[config.mk]
export PLATFORM = sky130hd
export DESIGN_NAME = hazard_forward_ctrl
export DESIGN_NICKNAME = d
export VERILOG_FILES = /design/src/rtl/hazard_forward_ctrl.sv
export SDC_FILE = /design/constraint.sdc
export NUM_CORES = 1
export LEC_CHECK = 0
export CAP_MARGIN = 20
export CORE_UTILIZATION = 46
export DETAILED_ROUTE_END_ITERATION = 8
export PLACE_DENSITY = 0.8
export SLEW_MARGIN = 5
export SYNTH_ARGS = -nofsm -noshare
export SYNTH_HDL_FRONTEND = slang
export SYNTH_SLANG_ARGS = --single-unit
[constraint.sdc]
create_clock -name clk -period 2.26 [get_ports clk]
set_input_delay 0.339 -clock clk [delete_from_list [all_inputs] [get_ports clk]]
set_output_delay 0.339 -clock clk [all_outputs]
set_load 0.05 [all_outputs]
[src/rtl/hazard_forward_ctrl.sv]
// Operand forwarding and hazard control for the 5-stage RISC-V pipeline.
// In: ID/EX/MEM/WB register indices and write/load flags, mem_load_valid, flush.
// Out: forward_a/b (00 rf, 01 WB, 10 MEM), stall_front, stall_ex, bubble_ex,
//      bubble_wb, stall_cycles (saturating), mem_timeout (sticky).
module hazard_forward_ctrl #(
    parameter int REG_AW     = 5,
    parameter int CNT_W      = 32,
    parameter int WAIT_LIMIT = 64
) (
    input  logic              clk,
    input  logic              rst_n,
    input  logic [REG_AW-1:0] id_rs1,
    input  logic [REG_AW-1:0] id_rs2,
    input  logic              id_uses_rs1,
    input  logic              id_uses_rs2,
    input  logic [REG_AW-1:0] ex_rs1,
    input  logic [REG_AW-1:0] ex_rs2,
    input  logic              ex_reg_write,
    input  logic              ex_is_load,
    input  logic [REG_AW-1:0] ex_rd,
    input  logic              mem_reg_write,
    input  logic              mem_is_load,
    input  logic [REG_AW-1:0] mem_rd,
    input  logic              mem_load_valid,
    input  logic              wb_reg_write,
    input  logic [REG_AW-1:0] wb_rd,
    input  logic              flush,
    output logic [1:0]        forward_a,
    output logic [1:0]        forward_b,
    output logic              stall_front,
    output logic              stall_ex,
    output logic              bubble_ex,
    output logic              bubble_wb,
    output logic [CNT_W-1:0]  stall_cycles,
    output logic              mem_timeout
);

    localparam int WCW = $clog2(WAIT_LIMIT + 1);
    localparam logic [WCW-1:0] LIMIT = WCW'(WAIT_LIMIT);

    typedef enum logic [1:0] {
        RUN      = 2'd0,
        LU_STALL = 2'd1,
        MEM_WAIT = 2'd2
    } state_t;

    state_t           state_q, state_d;
    logic [WCW-1:0]   wait_cnt_q, wait_cnt_d;
    logic [CNT_W-1:0] stall_cycles_q, stall_cycles_d;
    logic             mem_timeout_q, mem_timeout_d;

    logic       mem_wr_ok, wb_wr_ok;
    logic       lu_hazard, mem_busy;
    logic [1:0] fa, fb;
    logic       sf, se, bex, bwb;

    assign mem_wr_ok = mem_reg_write && (mem_rd != '0);
    assign wb_wr_ok  = wb_reg_write && (wb_rd != '0);

    // Newest producer (MEM) wins over WB.
    always_comb begin
        fa = 2'b00;
        fb = 2'b00;
        if (mem_wr_ok && mem_rd == ex_rs1) begin
            fa = 2'b10;
        end else if (wb_wr_ok && wb_rd == ex_rs1) begin
            fa = 2'b01;
        end
        if (mem_wr_ok && mem_rd == ex_rs2) begin
            fb = 2'b10;
        end else if (wb_wr_ok && wb_rd == ex_rs2) begin
            fb = 2'b01;
        end
    end

    assign lu_hazard = ex_is_load && ex_reg_write && (ex_rd != '0) &&
                       ((id_uses_rs1 && id_rs1 == ex_rd) ||
                        (id_uses_rs2 && id_rs2 == ex_rd));
    assign mem_busy  = mem_is_load && !mem_load_valid;

    always_comb begin
        state_d       = state_q;
        wait_cnt_d    = wait_cnt_q;
        mem_timeout_d = mem_timeout_q;
        sf            = 1'b0;
        se            = 1'b0;
        bex           = 1'b0;
        bwb           = 1'b0;
        case (state_q)
            MEM_WAIT: begin
                // Flush is ignored here: the load in MEM must complete.
                if (mem_busy) begin
                    sf  = 1'b1;
                    se  = 1'b1;
                    bwb = 1'b1;
                    if (wait_cnt_q != LIMIT) begin
                        wait_cnt_d = wait_cnt_q + WCW'(1);
                    end
                    if (wait_cnt_d == LIMIT) begin
                        mem_timeout_d = 1'b1;
                    end
                end else begin
                    wait_cnt_d = '0;
                    state_d    = RUN;
                end
            end
            RUN, LU_STALL: begin
                // LU_STALL is RUN with the load now in MEM; a new hazard
                // (back-to-back loads) is handled identically.
                if (mem_busy) begin
                    sf         = 1'b1;
                    se         = 1'b1;
                    bwb        = 1'b1;
                    wait_cnt_d = '0;
                    state_d    = MEM_WAIT;
                end else if (lu_hazard && !flush) begin
                    sf      = 1'b1;
                    bex     = 1'b1;
                    state_d = LU_STALL;
                end else begin
                    state_d = RUN;
                end
            end
            default: begin
                state_d = RUN;
            end
        endcase
    end

    always_comb begin
        stall_cycles_d = stall_cycles_q;
        if (sf && stall_cycles_q != '1) begin
            stall_cycles_d = stall_cycles_q + CNT_W'(1);
        end
    end

    always_ff @(posedge clk or negedge rst_n) begin
        if (!rst_n) begin
            state_q        <= RUN;
            wait_cnt_q     <= '0;
            stall_cycles_q <= '0;
            mem_timeout_q  <= 1'b0;
        end else begin
            state_q        <= state_d;
            wait_cnt_q     <= wait_cnt_d;
            stall_cycles_q <= stall_cycles_d;
            mem_timeout_q  <= mem_timeout_d;
        end
    end

    // Combinational outputs are forced low while reset is asserted.
    assign forward_a    = rst_n ? fa : 2'b00;
    assign forward_b    = rst_n ? fb : 2'b00;
    assign stall_front  = rst_n & sf;
    assign stall_ex     = rst_n & se;
    assign bubble_ex    = rst_n & bex;
    assign bubble_wb    = rst_n & bwb;
    assign stall_cycles = stall_cycles_q;
    assign mem_timeout  = mem_timeout_q;

endmodule

* After elaboration in Yosys (flattened, before gate mapping) *
Cells that the tools add are included.

operators by class
  add/sub/neg operators = 2
  eq/ne operators = 13
  multiplexer cells = 23
  bitwise logic cells = 3
  reductions and logical operators = 26

operators with widths
  operator                 number
  $mux W7                  5
  $add A32 B1 Y32 const B  1
  $ne A32 B32 Y1 const B   1
  $eq A5 B5 Y1             6
  $reduce_bool A5 Y1       3
  $logic_and A1 B1 Y1      14
  $pmux W7 S2              1
  $mux W2                  6
  $mux W1                  9
  $add A7 B1 Y7 const B    1
  $eq A7 B7 Y1 const B     1
  $ne A7 B7 Y1 const B     1
  $ne A2 B2 Y1 const B     2
  $pmux W2 S2              1
  $and A1 B1 Y1            3
  $reduce_and A3 Y1        1
  $reduce_or A3 Y1         1
  $eq A2 B1 Y1 const B     1
  $eq A2 B2 Y1 const B     1
  $logic_not A1 Y1         2
  $logic_not A2 Y1         1
  $pmux W1 S2              1
  $reduce_and A2 Y1        1
  $reduce_bool A2 Y1       1
  other kinds (2)          2

storage, ports and cells
  bits in registers = 42
  input bits = 46
  output and inout bits = 41
  logic and storage cells = 71

* Depth between registers and ports, before layout *
Gate-level depths: netlist of run 1.

  depth in word-level cells = 9
  depth in mapped cells = 8
  gate-level depth less buffers = 7

* Worst setup path before layout of run 1 *
Ideal clock, no wire load.

  path type = input -> output
  from = in mem_rd[1]
  to = out forward_b[0]
  arrival time = 2.690 ns
  data required time = 1.921 ns
  setup slack = -0.769 ns
  stages on the path = 4
  buffers on the path = 0
  path through = or4_1 -> o21ai_0 -> nor4_1 -> nor4_1

between the ends
  cells in the longest elaborated chain, start to end = 5
  elaborated cells between the ends (all ways) = 6
  those cells by class = 1 x eq/ne; 2 x mux; 3 x reduce/logical

ends and longest elaborated chain
  item                     line  RTL
  start: declaration       23    input logic [REG_AW-1:0] mem_rd,
  $reduce_bool A5 Y1       57    assign mem_wr_ok = mem_reg_write && (mem_rd != '0);
  $logic_and A1 B1 Y1      57
  $logic_and A1 B1 Y1 (*)  69    if (mem_wr_ok && mem_rd == ex_rs2) begin
  $mux W2 (*)              69
  $mux W2 (*)              153   assign forward_b = rst_n ? fb : 2'b00;
  end: declaration         29    output logic [1:0] forward_b,

Mark *: on every way between the ends. The rest lies on a longest branch, timed or not.

* Final worst setup path of run 1 *
  from = in ex_rd[1]
  to = out bubble_ex

between the ends
  cells in the longest elaborated chain, start to end = 9
  elaborated cells between the ends (all ways) = 13
  those cells by class = 2 x eq/ne; 3 x mux; 1 x bitwise; 7 x reduce/logical

ends and longest elaborated chain
  item                                    line    RTL
  start: declaration                      20      input logic [REG_AW-1:0] ex_rd,
  $eq A5 B5 Y1 (on tied branches)         77, 78
  $logic_and A1 B1 Y1 (on tied branches)  77, 78
  $logic_or A1 B1 Y1                      77      ((id_uses_rs1 && id_rs1 == ex_rd) ||
  $logic_and A1 B1 Y1 (*)                 76      assign lu_hazard = ex_is_load && ex_reg_write && (ex_rd != '0) &&
  $logic_and A1 B1 Y1 (*)                 116     end else if (lu_hazard && !flush) begin
  $mux W1 (*)                             116
  $mux W1 (*)                             110     if (mem_busy) begin
  $mux W1 (*)                             89      case (state_q)
  $and A1 B1 Y1 (*)                       156     assign bubble_ex = rst_n & bex;
  end: declaration                        32      output logic bubble_ex,

Marks and branches as above.

==> out/metrics.cfg, run 1 <==
[finish]
final_cell_mix = 60 x clkdlybuf4s50_1, 42 x xor2_1, 40 x dfrtp_1, 23 x nor3_1
finalInstanceArea_um2 = 4000
antenna_cells = 0
drive_above_1_share_pct = 18.0
fin_util_pct = 72.1
mostFrequentLayoutCell = clkdlybuf4s50_1
final_cells = 461
area_growth_pct = 50.9
nets = 437
nFillCells = 430

[placed_design]
dp_hpwl_um = 5160
placed_cells = 451
placed_area_um2 = 3760
io_buffers = 86
dpl_worst_slack_ps = -316
finalWeightedCongestion = 0.876

[synthesis]
synth_seq_cells = 42
synth.yosys.seq_area_share_pct = 39.7
synth_async_sr_flop_share_pct = 100
yosys_most_used_dff = dfrtp_1
yosys_warnings = 0
synth_edf_count = 0
netlist_area_um2 = 2650
yosysUniqueCellTypes = 42
syn_inst = 277
synth_nets = 326
post_synth.cell_area_avg_um2 = 9.56

[critical_path]
end_kind = primary output
r2r_cells = 6
rr_endpoint = stall_cycles[1]
timing.rr.start = stall_cycles[14]
worstSetupStartpointType = input port
required_ps = 1920
cp_max_fo = 3
ff2ff_setup_slack_ps = 140
critPathKind = input port to primary output
cp_data_arrival_time_ps = 1860

[sta]
fin_ws_ps = 61.8
fin_crit_sh_pct = 97.3
final.setup.tns_ps = 0
slew_headroom_pct = 62.2
setup_viol = 0
slew_viol_final = 0
worst_pin_slew_ps = 567
hold_violations = 0
fin_worst_skew_ps = 6.69
timing.fmax_mhz = 455
finalCriticalPeriod_ps = 2200
fin_hold_ws_ps = 174

[clocking]
cts_max_level = 2
numCtsBuffers = 5
clock_sinks = 42
insertion_delay_ps = 300
path_clk_slew_ps = 90
clockBufferDepth = 2
tritoncts = built
cts_root_buf = clkbuf_8
ctsHoldBuffers = 0

[floorplan]
fp-row-count = 27
start_util_pct = 47.8
num_io_pins = 87
fp.dieH_um = 77.9
fp.dieArea_um2 = 6070
die_x_um = 77.9
coreArea_um2 = 5540

[route]
vias_per_cell = 5.54
wl_per_cell_um = 15.1
num_vias = 2554
ant_nets = 0
first_pass_iters = 4
wl_um = 6950
drtIter0Drc = 132
drcViolationCount = 0

[global_routing]
grt_pass1_vias = 2426
antenna_found_initial = 0
track_usage_pct = 23.8
grt_max_degree = 48
overflow = 0
grt_pass1_wl_um = 11400

[power_and_ir_drop]
total_power_mw = 2.42
leakagePower_nw = 1.70
p_per_area_nw_per_um2 = 606
ir_drop_mv = 0.577

[status]
status = completed

[worst_hold_path]
hold_path.class = input port to async pin

[job]
cap_violations = 0

[sequential cells by signal, summed over array words and instances, names as in the netlist]
name,cells
stall_cycles,32
mem_timeout,1
wait_cnt_q,7
state_q,2
[synthesized netlist by cell type, types with 2 or more instances]
| master | n | share of area, % |
|---|---|---|
| nor4_1 | 11 | 2.6 |
| nand3_1 | 17 | 3.2 |
| dfrtp_1 | 42 | 40 |
| or2_2 | 2 | 0.47 |
| nand4_1 | 16 | 3.8 |
| o31ai_1 | 2 | 0.57 |
| buf_6 | 3 | 1.3 |
| o21ai_0 | 11 | 2.1 |
| nand2b_1 | 3 | 0.71 |
| nor3_1 | 24 | 4.5 |
| and2_1 | 4 | 0.94 |
| and3_1 | 7 | 1.7 |
| nand2_1 | 20 | 2.8 |
| xor2_1 | 42 | 14 |
| inv_1 | 5 | 0.71 |
| nor2_1 | 11 | 1.6 |
| nor3_4 | 2 | 1.2 |
| nor4_2 | 2 | 0.94 |
| buf_2 | 2 | 0.38 |
| buf_4 | 2 | 0.57 |
| or4_1 | 4 | 1.1 |
| ha_1 | 3 | 1.4 |
| xnor2_1 | 22 | 7.3 |
| and4_1 | 2 | 0.66 |
[critical path, stage by stage]
cell	delay, ps
dlygate4sd2_1	270
or4_4	560
nor2_4	120
nor4_2	60
and3_2	200
and2_1	160
buf_6	150
[cell families after synthesis]
group | synth area share (%)
AND/OR/NAND/NOR | 29.4
XOR/XNOR | 21.2
flip-flops | 39.7
AO/OA/AOI/OAI | 4.96
buffers and inverters | 2.93
adder cells (fa/ha/maj) | 1.42
multiplexers | 0.425
[cell type report]
cell class	count	area, µm²	area share, %
multi-input combinational	223	1630	40.8
timing repair buffer	111	1090	27.2
sequential	42	1050	26.4
tap	72	90.1	2.25
clock buffer	5	68.8	1.72
clock inverter	3	45.0	1.13
inverter	5	18.8	0.470
[what timing repair did]
item | 4_1_cts | 5_1_grt
endpoints found under the setup margin | 6 | 14
pin swaps | 8 | 6
cloned | 0 | 0
buffers inserted | 2 | 0
gates resized for setup | 26 | 21
[where the power goes]
part	internal [mW]	switching, mW
clock network	0.329	0.271
logic	0.337	0.514
registers	0.834	0.138
[worst max path at each step]
stage | start | end | slack (ps)
after floorplan | mem_rd[1] | forward_b[0] | -200
after global placement | mem_rd[1] | forward_b[0] | -260
after detailed placement | mem_rd[1] | forward_b[0] | -320
after CTS | mem_rd[0] | forward_b[1] | 4
after global routing | ex_rd[1] | bubble_ex | -6
final | ex_rd[1] | bubble_ex | 60
[per-layer routing]
| layer | track usage [%] | vias up | part of all wire [%] |
|---|---|---|---|
| met5 | 0 | - | 0 |
| met4 | 6.04 | 0 | 1.7 |
| met3 | 4.71 | 11 | 7.3 |
| met2 | 39.3 | 118 | 48 |
| met1 | 31.8 | 1215 | 43 |
| li1 | - | 1210 | - |
Power figures use the tool's default switching activity.
==> run 2, diff against run 1 <==
--- a/config.mk
+++ b/config.mk
@@ -8,7 +8,7 @@
 export CAP_MARGIN = 20
 export CORE_UTILIZATION = 46
 export DETAILED_ROUTE_END_ITERATION = 8
-export PLACE_DENSITY = 0.8
+export PLACE_DENSITY = 0.82
 export SLEW_MARGIN = 5
 export SYNTH_ARGS = -nofsm -noshare
 export SYNTH_HDL_FRONTEND = slang
==> run 2 against run 1 <==
Setup slack got worse by 12 ps. Wire length shrank 0.99%. Non-clock buffer count fell by 2. Sequential share of layout area grew 0.52 points. Cell area down 2.1%. Register-to-register slack better by 20 ps. Critical endpoint unchanged. Flip-flop and latch count stayed put. Combinational power is 2% lower. Core utilization is 1.5 points lower.
==> out/metrics.cfg, run 2 (synthesized netlist as in run 1, its figures left out) <==
[status]
status = completed

[finish]
final_cell_mix = 60 x clkdlybuf4s50_1, 42 x xor2_1, 41 x dfrtp_1, 23 x nor3_1
multi_input_area_um2 = 1600
antenna_cells = 0
nFillCells = 434
finalInstanceArea_um2 = 3910
area_growth_pct = 47.8
largest_reg_flops = 32
regArea_um2 = 1050
nets = 435
drive_above_1_share_pct = 16.0
mostFrequentLayoutCell = clkdlybuf4s50_1

[clocking]
ctsHoldBuffers = 0
clock_sinks = 42
tritoncts = built
insertion_delay_ps = 310
cts_max_level = 2
path_clk_slew_ps = 90
clockBufferDepth = 2
numCtsBuffers = 5
cts_root_buf = clkbuf_8

[critical_path]
endpoint = bubble_ex
worstSetupStartpointType = input port
rr_endpoint = stall_cycles[20]
ff2ff_setup_slack_ps = 160
end_kind = primary output
r2r_cells = 6
cp_max_fo = 2
required_ps = 1920
crit_start = ex_rd[2]
critPathKind = input port to primary output
cp_data_arrival_time_ps = 1870
timing.rr.start = stall_cycles[13]

[global_routing]
track_usage_pct = 24.1
antenna_found_initial = 0
grt_pass1_wl_um = 11300
grt_pass1_vias = 2428
overflow = 0
grt_max_degree = 31

[sta]
fin_worst_skew_ps = 8.43
timing.fmax_mhz = 452
hold_violations = 0
fin_crit_sh_pct = 97.8
slew_headroom_pct = 65.6
slew_viol_final = 0
rsz0062_at_grt = no
setup_viol = 0
finalCriticalPeriod_ps = 2210
fin_ws_ps = 49.5
worst_pin_slew_ps = 515
fin_hold_ws_ps = 77.1

[power_and_ir_drop]
p_per_area_nw_per_um2 = 595
ir_drop_mv = 0.672
leakagePower_nw = 1.69

[floorplan]
coreArea_um2 = 5540
die_x_um = 77.9
fp.dieH_um = 77.9
start_util_pct = 47.8
num_io_pins = 87
fp-row-count = 27
fp.dieArea_um2 = 6070

[route]
drcViolationCount = 0
num_vias = 2507
drtIter0Drc = 128
ant_nets = 0
wl_um = 6880
vias_per_cell = 5.46
wl_per_cell_um = 15.0
first_pass_iters = 4

[placed_design]
finalWeightedCongestion = 0.833
io_buffers = 86
dp_hpwl_um = 5200
placed_area_um2 = 3740
dpl_worst_slack_ps = -300

[job]
cap_violations = 0

[worst_hold_path]
hold_path.class = input port to async pin

[run 2: layer usage]
| metal | GRT usage (%) | vias to the layer above | share of wire (%) |
|---|---|---|---|
| met5 | 0 | - | 0 |
| met4 | 10.9 | 0 | 2.9 |
| met3 | 5.29 | 18 | 5.4 |
| met2 | 42.2 | 94 | 51 |
| met1 | 28.0 | 1177 | 41 |
| li1 | - | 1218 | - |
[run 2: worst min-delay path by stage]
stage	cells past startpoint	start	slack, ps	to
6_report	2	rst_n	80	stall_cycles[26]
5_1_grt	2	rst_n	100	stall_cycles[29]
4_1_cts	2	rst_n	90	stall_cycles[29]
3_5_place_dp	2	rst_n	420	stall_cycles[29]
3_3_place_gp	2	rst_n	420	stall_cycles[29]
2_1_floorplan	0	rst_n	40	mem_timeout
[run 2: where the power goes]
part / total (mW) / switching [mW] / internal, mW
clock: 0.510 / 0.287 / 0.223
combinational: 0.838 / 0.507 / 0.331
sequential: 0.979 / 0.146 / 0.834
[run 2: area by class of cell]
type                    count  area share (%)
repair buffers            109            27.1
clock inverters             3           0.639
inverters                   5           0.480
well taps                  72            2.30
multi-input cells         223            40.8
flip-flops and latches     42            26.9
clock buffers               5            1.76
[run 2: timing repair]
action | CTS | global route
resized for setup | 29 | 10
endpoints found under the setup margin | 6 | 7
buffers inserted | 2 | 0
pin swaps | 11 | 9
[run 2: stage by stage]
step / std cells / utilization [%] / TNS (ps) / total power [mW]
global placement: 449 / 67.4 / -5700 / 1.80
global route: 459 / 70.6 / 0 / 2.44
CTS: 459 / 70.5 / 0 / 2.34
detailed placement: 449 / 67.4 / -7570 / 1.82
floorplan: 277 / - / -199 / 1.44
finish: 459 / 70.6 / 0 / 2.33
[run 2: critical path, stage by stage]
cell           delay, ps
dlygate4sd2_1        250
or4_1                560
nor2_2               130
nor4_2                60
and3_2               210
and2_1               160
buf_6                150
==> run 3, diff against run 2 <==
--- a/config.mk
+++ b/config.mk
@@ -6,9 +6,10 @@
 export NUM_CORES = 1
 export LEC_CHECK = 0
 export CAP_MARGIN = 20
-export CORE_UTILIZATION = 46
+export CORE_UTILIZATION = 50
 export DETAILED_ROUTE_END_ITERATION = 8
-export PLACE_DENSITY = 0.82
+export DONT_BUFFER_PORTS = 1
+export PLACE_DENSITY = 0.67
 export SLEW_MARGIN = 5
 export SYNTH_ARGS = -nofsm -noshare
 export SYNTH_HDL_FRONTEND = slang
==> run 3 against run 2 <==
Count of clock-buffer cells in the layout rose by 1. Global-route usage fell by 0.76 points. Sequential share of layout area rose by 6.9 points. Final cell count fell by 15%. Largest power group unchanged.
==> out/metrics.cfg, run 3 (synthesized netlist as in run 1, its figures left out) <==
[route]
num_vias = 2220
vias_per_cell = 5.69
wl_per_cell_um = 15.7
first_pass_iters = 4
drtIter0Drc = 52
wl_um = 6140
ant_nets = 0
drcViolationCount = 0

[power_and_ir_drop]
seq_power_share_pct = 41.8
switching_share_pct = 39.8
p_switching_uw = 861
ir_drop_mv = 0.381
leakagePower_nw = 1.39
total_power_mw = 2.16
p_per_area_nw_per_um2 = 694
comb_power_share_pct = 34.5
p_int_mw = 1.30
power_frac_clock_pct = 23.8

[finish]
nFillCells = 448
final_cells = 390
antenna_cells = 0
nets = 368
largest_reg_flops = 32
mostFrequentLayoutCell = xor2_1
final_cell_mix = 42 x xor2_1, 41 x dfrtp_1, 40 x buf_4, 23 x nor3_1, 22 x xnor2_1
drive_above_1_share_pct = 19.4
regArea_um2 = 1050
area_growth_pct = 17.6
multi_input_area_um2 = 1530

[critical_path]
end_kind = primary output
required_ps = 1920
path_cells = nor4_2 > and3_2 > and2_1
critPathKind = flop to primary output
cpMaxStageDelayCell = and2_1
r2r_cells = 6
cp_slowest_stage_delay_ps = 440
cp_max_fo = 4
cp_data_arrival_time_ps = 1740
worstSetupStartpointType = flop

[floorplan]
coreArea_um2 = 5110
fp.dieArea_um2 = 5590
die_x_um = 74.8
fp-row-count = 26
num_io_pins = 87
fp.dieH_um = 74.8
start_util_pct = 51.9

[worst_hold_path]
hold_path.class = input port to flop
hold_depth = 2

[clocking]
numCtsBuffers = 5
cts_setup_buffers = 0
insertion_delay_ps = 300
clockBufferDepth = 2
ctsHoldBuffers = 2
cts_max_level = 2
tritoncts = built
post_cts_resized = 0
cts_root_buf = clkbuf_8
path_clk_slew_ps = 80
clock_sinks = 42

[sta]
fin_crit_sh_pct = 91.9
timing.fmax_mhz = 482
fin_worst_skew_ps = 6.40
rsz0062_at_grt = no
fin_hold_ws_ps = 300
hold_violations = 0
slew_headroom_pct = 67.2
slew_viol_final = 0
finalCriticalPeriod_ps = 2080
setup_viol = 0
final.setup.tns_ps = 0
worst_pin_slew_ps = 495

[global_routing]
grt_pass1_vias = 2119
track_usage_pct = 23.3
overflow = 0
antenna_found_initial = 0
grt_max_degree = 43
grt_pass1_wl_um = 9890

[placed_design]
dp_hpwl_um = 4600
io_buffers = 0
finalWeightedCongestion = 0.804
placed_cells = 380

[job]
cap_violations = 0

[status]
status = completed

-- run 3: path summary, 6_finish.rpt --
path | start | to | slack [ps]
setup / recovery | state_q[1] | bubble_ex | 180
max in group asynchronous | rst_n | stall_cycles[0] | 1510
hold reg to reg | state_q[0] | state_q[1] | 490
min in group asynchronous | rst_n | stall_cycles[2] | 540
setup reg to reg | stall_cycles[13] | stall_cycles[1] | 270
hold / removal | flush | state_q[0] | 300
-- run 3: cell type report --
class / count / share of cell area, %
clock buffers: 6 / 2.65
clock inverters: 2 / 0.402
inverters: 5 / 0.602
multi-input cells: 223 / 49.2
flip-flops and latches: 42 / 33.8
well taps: 70 / 2.81
repair buffers: 42 / 10.6
-- run 3: power groups by stage --
| stage | registers (mW) | clock network [mW] | logic (mW) |
|---|---|---|---|
| 2_1_floorplan | 1.23 | 0 | 0.204 |
| 3_3_place_gp | 0.915 | 0 | 0.726 |
| 3_5_place_dp | 0.918 | 0 | 0.730 |
| 4_1_cts | 0.903 | 0.523 | 0.753 |
| 5_1_grt | 0.919 | 0.548 | 0.799 |
| 6_report | 0.903 | 0.514 | 0.745 |
-- run 3: critical path, delay by kind of cell (launching register included) --
kind	cells	cell delay (ps)
simple gates	3	1010
flops	1	430
-- run 3: routing by layer --
metal | GRT usage, % | vias to the layer above | share of wire, %
met5 | 0 | - | 0
met4 | 5.87 | 0 | 1.0
met3 | 6.29 | 6 | 7.5
met2 | 37.9 | 78 | 47
met1 | 31.1 | 1061 | 45
li1 | - | 1075 | -
-- run 3: metrics by stage --
stage / area, µm² / worst slack, ps / util, %
3_3_place_gp: 2990 / 251 / 58.5
5_1_grt: 3120 / 80.6 / 61.0
2_1_floorplan: 2660 / -199 / -
6_report: 3120 / 184 / 61.0
3_5_place_dp: 2990 / 220 / 58.5
4_1_cts: 3120 / 169 / 61.0
